==> config.mk <==
export PLATFORM = sky130hd
export DESIGN_NAME = pp_vector_reader
export DESIGN_NICKNAME = d
export VERILOG_FILES = /design/src/rtl/pp_vector_reader.sv
export SDC_FILE = /design/constraint.sdc
export NUM_CORES = 1
export LEC_CHECK = 0
export ABC_AREA = 1
export CAP_MARGIN = 0
export CORE_AREA = 2 2 420 422
export CTS_CLUSTER_DIAMETER = 150
export DETAILED_ROUTE_END_ITERATION = 8
export DIE_AREA = 0 0 422 424
export PLACE_DENSITY = 0.62
export SLEW_MARGIN = 20
export SYNTH_ARGS = -nofsm -noshare
export SYNTH_HDL_FRONTEND = slang
export SYNTH_SLANG_ARGS = --single-unit
==> constraint.sdc <==
create_clock -name clk -period 2 [get_ports clk]
set_input_delay 0.5 -clock clk [delete_from_list [all_inputs] [get_ports clk]]
set_output_delay 0.5 -clock clk [all_outputs]
set_load 0.02 [all_outputs]
==> src/rtl/pp_vector_reader.sv <==
// Streaming row reader: walks a row range of a wide vector memory and
// hands the rows downstream through a 2-entry valid/ready buffer.
module pp_vector_reader #(
    parameter int element_width          = 64,
    parameter int memories_address_width = 20,
    parameter int no_of_units            = 8
) (
    input  logic                                   clk,
    input  logic                                   reset_n,
    input  logic                                   start,
    input  logic [memories_address_width-1:0]      base_address,
    input  logic [memories_address_width-1:0]      row_count,
    output logic [memories_address_width-1:0]      read_address,
    input  logic [no_of_units*element_width-1:0]   memory_data,
    output logic [no_of_units*element_width-1:0]   out_data,
    output logic                                   out_valid,
    input  logic                                   out_ready,
    output logic                                   busy,
    output logic                                   finish
);

    localparam int AW = memories_address_width;
    localparam int DW = no_of_units * element_width;

    typedef enum logic [1:0] {
        IDLE,
        RUN,
        DRAIN,
        DONE
    } state_t;

    state_t          state_q;
    logic [AW-1:0]   read_address_q;
    logic [AW-1:0]   remaining_q;
    logic [DW-1:0]   fifo_q [2];
    logic            head_q;
    logic            tail_q;
    logic [1:0]      count_q;
    logic [1:0]      count_d;
    logic            finish_q;
    logic            busy_q;
    logic            pop;
    logic            push;

    assign pop  = (count_q != 2'd0) && out_ready;
    // A full buffer may still take a row when the head leaves this cycle.
    assign push = (state_q == RUN) && ((count_q != 2'd2) || pop);

    always_comb begin
        count_d = count_q;
        unique case ({push, pop})
            2'b10:   count_d = count_q + 2'd1;
            2'b01:   count_d = count_q - 2'd1;
            default: count_d = count_q;
        endcase
    end

    always_ff @(posedge clk or negedge reset_n) begin
        if (!reset_n) begin
            state_q        <= IDLE;
            read_address_q <= '0;
            remaining_q    <= '0;
            fifo_q[0]      <= '0;
            fifo_q[1]      <= '0;
            head_q         <= 1'b0;
            tail_q         <= 1'b0;
            count_q        <= 2'd0;
            finish_q       <= 1'b0;
            busy_q         <= 1'b0;
        end else begin
            finish_q <= 1'b0;
            count_q  <= count_d;

            if (push) begin
                fifo_q[tail_q] <= memory_data;
                tail_q         <= ~tail_q;
                read_address_q <= read_address_q + AW'(1);
                remaining_q    <= remaining_q - AW'(1);
            end

            if (pop) begin
                head_q <= ~head_q;
            end

            unique case (state_q)
                IDLE: begin
                    busy_q <= start;
                    if (start) begin
                        read_address_q <= base_address;
                        remaining_q    <= row_count;
                        state_q <= (row_count != '0) ? RUN : DONE;
                    end
                end
                RUN: begin
                    if (push && (remaining_q == AW'(1))) begin
                        state_q <= DRAIN;
                    end
                end
                DRAIN: begin
                    if (count_d == 2'd0) begin
                        state_q <= DONE;
                    end
                end
                DONE: begin
                    // busy stays up through the finish pulse
                    finish_q <= 1'b1;
                    busy_q   <= 1'b1;
                    state_q  <= IDLE;
                end
                default: state_q <= IDLE;
            endcase
        end
    end

    assign read_address = read_address_q;
    assign out_valid    = (count_q != 2'd0);
    assign out_data     = fifo_q[head_q];
    assign busy         = busy_q;
    assign finish       = finish_q;

endmodule

==> impl_metrics.toml, run 1 <==
[setup_path]
end_kind = "output port"
crit_type = "reg -> out"
required_ns = 1.50
path_max_fanout = 42
cp-startpoint = "head_q"
timing.rr.start = "state_q[1]"
crit_path_start_kind = "flop"
crit_arrival_ns = 2.47

[synth]
synth_cells = 4832
synth_seq_cells = 1072
synth_adder_area_share = 0.002400
muxShareOfSynthArea = 0.1231
synthXorXnorAreaFrac = 0.003360
synthFlopType = "dfrtp_1"
synth-async-reset-ratio = 1.000
syn_area_sq_um = 46920
ys_seq_area_frac = 0.5717
avgSynthCellArea_sq_um = 9.711
ys_warn_count = 0
yosys.area_share.simple = 0.1056
synth_edf_count = 0
synth_top_family_by_area = "multiplexers"
synth_fp_nets = 5397
ys_types = 31
synth_compound_area_frac = 0.1143

[timing]
rsz0062_at_grt = "true"
max_freq_mhz = 336.5
hold_violations = 0
setup_viol_count_final = 592
period_share = 1.486
fin_skew_ns = 0.02194
fin_setup_tns_ns = -424.75
drv_slew = 0
tightest_slew_ns = 0.5692
setup_slack_ns = -0.9719
slew_headroom = 0.6205
period_needed_ns = 2.972

[finish]
n_fill_cell = 17372
layout_commonest_cell = "nand2_1"
layout_common_cells = "nand2_1, dfrtp_1, o21ai_0"
drive_above_1_share = 0.2417
stdcell_count = 8569
syn_to_final_growth_pct = 43.90
final_cell_area_sq_um = 67520
nNetsFinal = 6674

[clocking]
clk_pin_slew_ns = 0.06
clock_latency_ns = 0.78
cts-buffers-inserted = 130
htree_levels = 4
clock_path_buffers = 3
cts.sinks = 1072
root_buffer = "clkbuf_16"
tritoncts = "built"

[route]
wl_microns = 158200
wl_per_cell_microns = 18.47
antenna_left = 0
detail_route.vias_per_cell = 4.499
num_vias = 38554
drt-pass1-iter-count = 6
drtIter0Drc = 2430
route.detailed.drc = 0

[die]
die-height_microns = 424
initial_utilization = 0.2682
rows = 154
ios = 1091
die_x_microns = 422
core_area_sq_um = 175000
die-area_sq_um = 178900

[global_routing]
grt_max_degree = 102
track_usage = 0.1688
antenna_found_initial = 26
grt_pass1_vias = 38016
grt_pass1_wl_microns = 234300
grt_overflow = 0

[pwr]
total_power_mw = 129.9
ir_drop_uv = 956.7
p_leak_nw = 30.49
power_density_nw_per_um2 = 1924

[worst_hold_path]
hp-class = "in -> async"

[placement]
place_congestion = 0.8934
dpl.cell_count = 8294
placed_area_sq_um = 62540
dp_hpwl_microns = 116500
io_buffers = 1090

[outcome]
status = "finished with violations"
violations = "negative setup slack"

[job]
drv_cap = 0
worst max-delay path, stage by stage, from the launching register on:
cell	delay (ns)
dfrtp_4	0.55
buf_16	0.19
buf_16	0.20
buf_12	0.18
o21ai_1	0.23
clkdlybuf4s15_2	0.30
synthesized netlist by cell type, types with 8 or more instances:
cell | number | share of area
nor2_1 | 83 | 0.0066
o21ai_0 | 924 | 0.099
nand2_1 | 1145 | 0.092
mux2_2 | 512 | 0.12
inv_1 | 568 | 0.045
xor2_1 | 11 | 0.0021
buf_6 | 42 | 0.010
a21oi_1 | 18 | 0.0019
clkbuf_1 | 137 | 0.011
nand3_1 | 28 | 0.0030
dfrtp_1 | 1072 | 0.57
nand4_1 | 9 | 0.0012
nor3_1 | 8 | 0.00085
o21ai_1 | 121 | 0.013
buf_2 | 97 | 0.010
ha_1 | 9 | 0.0024
buf_4 | 15 | 0.0024
cell type report:
class	count	area, sq um	share of cell area
diodes	20	50.05	0.0007412
clock buffers	183	3755	0.05561
clock inverters	49	486.7	0.007208
inverters	570	2140	0.03169
multi-input cells	2897	16950	0.2510
flip-flops and latches	1072	26830	0.3973
well taps	2340	2928	0.04336
repair buffers	1438	14390	0.2131
sequential cells by signal (all words and copies together), names as in the netlist:
name / cells
fifo_q: 1024
read_address: 20
remaining_q: 20
count_q: 2
state_q: 2
busy: 1
finish: 1
head_q: 1
tail_q: 1
layer usage:
layer | wire length, microns | global-route usage
met5 | 52 | 0
met4 | 5053 | 0.06280
met3 | 10550 | 0.04401
met2 | 76400 | 0.2788
met1 | 66180 | 0.2116
path summary, 6_finish.rpt:
check | to | slack (ns) | cells after the start
min reg2reg | busy | 0.49 | 2
max | out_data[189] | -0.97 | 5
max reg2reg | fifo_q[336] | -0.04 | 7
max in group asynchronous | fifo_q[699] | 0.82 | 4
min | fifo_q[411] | 0.24 | 2
min in group clk | fifo_q[530] | 0.29 | 3
stage by stage:
step / hold slack, ns / worst slack (ns) / utilization
5_1_grt: 0.2022 / -1.059 / 0.3859
6_report: 0.2410 / -0.9719 / 0.3859
3_5_place_dp: 0.4076 / -0.7036 / 0.3575
4_1_cts: 0.1621 / -1.077 / 0.3806
2_1_floorplan: 0.2044 / 0.01276 / -
3_3_place_gp: 0.4045 / -0.6368 / 0.3575
report_power, final:
part / total [mW] / switching, mW / leakage [nW] / internal (mW)
clock: 23.4 / 9.70 / 2.10 / 13.7
sequential: 37.3 / 4.55 / 12.9 / 32.8
combinational: 69.2 / 39.0 / 15.5 / 30.2
what timing repair did:
action	in CTS	in global routing
cloned	1	16
hold endpoints to repair	278	0
setup buffers	0	8
pin swaps	1	11
hold buffers	1	0
resized for setup	872	624
setup endpoints to repair	845	1330
kinds of logic after synthesis:
logic type | Yosys count
AND/OR/NAND/NOR | 1287
flip-flops | 1072
AO/OA/AOI/OAI | 1070
buffers and inverters | 863
multiplexers | 513
XOR/XNOR | 18
adder cells (fa/ha/maj) | 9
Note: power is estimated with default switching activity, not from simulation.
==> run 2: changes to the inputs <==
--- a/config.mk
+++ b/config.mk
@@ -6,12 +6,12 @@
 export NUM_CORES = 1
 export LEC_CHECK = 0
 export ABC_AREA = 1
-export CAP_MARGIN = 0
-export CORE_AREA = 2 2 420 422
+export CAP_MARGIN = 5
+export CORE_AREA = 2 2 423 425
 export CTS_CLUSTER_DIAMETER = 150
 export DETAILED_ROUTE_END_ITERATION = 8
-export DIE_AREA = 0 0 422 424
-export PLACE_DENSITY = 0.62
+export DIE_AREA = 0 0 425 427
+export PLACE_DENSITY = 0.6
 export SLEW_MARGIN = 20
 export SYNTH_ARGS = -nofsm -noshare
 export SYNTH_HDL_FRONTEND = slang
==> constraint.sdc (replaced) <==
create_clock -name clk -period 3.15 [get_ports clk]
set_input_delay 0.7875 -clock clk [delete_from_list [all_inputs] [get_ports clk]]
set_output_delay 0.7875 -clock clk [all_outputs]
set_load 0.02 [all_outputs]
==> impl_metrics.toml, run 2 (synthesis gave the netlist of run 1 again) <==
[worst_hold_path]
hp-class = "reg -> reg"
hp-start = "busy"

[timing]
slew_headroom = 0.4948
drv_slew = 0
hold_violations = 0
rsz0062_at_grt = "true"
whs_ns = 0.4988
setup_viol_count_final = 106
max_freq_mhz = 300.3
fin_setup_tns_ns = -4.896
period_share = 1.057
setup_slack_ns = -0.1798
period_needed_ns = 3.330
fin_skew_ns = 0.04767
tightest_slew_ns = 0.7578

[route]
wl_per_cell_microns = 18.71
detail_route.vias_per_cell = 4.504
drt-pass1-iter-count = 5
antenna_left = 0
wl_microns = 158500
num_vias = 38151
drtIter0Drc = 2346
route.detailed.drc = 0

[setup_path]
r2r_end = "fifo_q[98]"
crit_chain = "buf_16 -> o21ai_2 -> clkdlybuf4s50_1"
crit_family = "buffers and inverters"
crit_arrival_ns = 2.54
timing.rr.start = "state_q[1]"
r2r_slack_ns = 0.86
rr_worst_depth = 7
end_kind = "output port"
cp-startpoint = "head_q"
crit_path_start_kind = "flop"
cp.depth = 3
crit_end = "out_data[294]"
crit_type = "reg -> out"
path_max_fanout = 25
crit_slowest_cell = "clkdlybuf4s50_1"
cp_num_buf_inv = 2
required_ns = 2.36
critPathMaxStageDelay_ns = 0.68

[clocking]
clock_path_buffers = 3
tritoncts = "built"
clk_pin_slew_ns = 0.06
cts.sinks = 1072
clock_latency_ns = 0.78
root_buffer = "clkbuf_16"
htree_levels = 3
cts-buffers-inserted = 120

[pwr]
ir_drop_uv = 776.3
p_leak_nw = 31.07
total_power_mw = 81.91
power_density_nw_per_um2 = 1221

[finish]
layout_commonest_cell = "nand2_1"
layout_common_cells = "nand2_1, dfrtp_1, o21ai_0"
stdcell_count = 8470
n_fill_cell = 17538
drive_above_1_share = 0.2488
multi_input_area_sq_um = 17520
final_cell_area_sq_um = 67070
regArea_sq_um = 26830
largest-register = "fifo_q"
nNetsFinal = 6554
syn_to_final_growth_pct = 42.93
largest_register_ffs = 1024
final_util = 0.3784

[placement]
placed_area_sq_um = 61170
io_buffers = 1090
post-place-ws_ns = 0.2269
place_congestion = 0.8778
dp_hpwl_microns = 110100
dpl.cell_count = 8154

[outcome]
status = "finished with violations"
violations = "negative setup slack"

[die]
die_x_microns = 425
die-height_microns = 427
initial_utilization = 0.2647
rows = 155
core_area_sq_um = 177300
ios = 1091
die-area_sq_um = 181500

[global_routing]
track_usage = 0.1617
grt_overflow = 0
grt_max_degree = 110
grt_pass1_wl_microns = 227800
grt_pass1_vias = 37948
antenna_found_initial = 39

[job]
drv_cap = 0
[run 2: changes by cell type in the layout (fill, tap and decap cells not counted), sizes merged, moves of 4 or more]
cell / delta
dlygate4sd2: -178
dlymetal6s2s: +137
clkinvlp: +4
inv: -8
clkdlybuf4s15: -25
diode: +5
buf: -182
bufinv: +9
clkbuf: +125
[run 2: layout make-up]
type                            instances  share of cell area
Timing Repair Buffer                 1328              0.1994
Multi-Input combinational cell       2897              0.2613
Antenna cell                           25           0.0009328
Clock buffer                          170             0.05179
Clock inverter                         53             0.01069
Tap cell                             2355             0.04394
Sequential cell                      1072              0.4000
Inverter                              570             0.03190
[run 2: what timing repair did]
item,4_1_cts,5_1_grt
endpoints found under the setup margin,511,502
gates cloned,1,28
hold buffers,1,0
hold endpoints to repair,16,0
pin swaps,0,34
resized for setup,596,1568
buffers inserted,0,39
[run 2: report_power, final]
part	switching [mW]	total [mW]	internal (mW)
Sequential	2.89	23.7	20.8
Clock	6.03	14.8	8.75
Combinational	25.1	43.4	18.3
[run 2: worst register-to-register path, stage by stage (launching register included)]
cell,delay [ns]
dfrtp_1,0.43
inv_1,0.12
ha_1,0.23
nand2_4,0.10
nor2_4,0.25
buf_12,0.26
buf_12,0.32
mux2_2,0.43
[run 2: worst min-delay path by stage]
stage / depth (start not counted) / to
floorplan: 1 / fifo_q[322]
global placement: 2 / busy
detailed placement: 2 / busy
CTS: 3 / read_address[7]
global route: 1 / fifo_q[205]
finish: 2 / busy
[run 2: per-layer routing]
metal  part of all wire  wire length (microns)  global-route usage
met1               0.40                  63400              0.1910
met2               0.48                  76780              0.2697
met3              0.071                  11200             0.04773
met4              0.044                   6926             0.07565
met5             0.0012                    193                   0
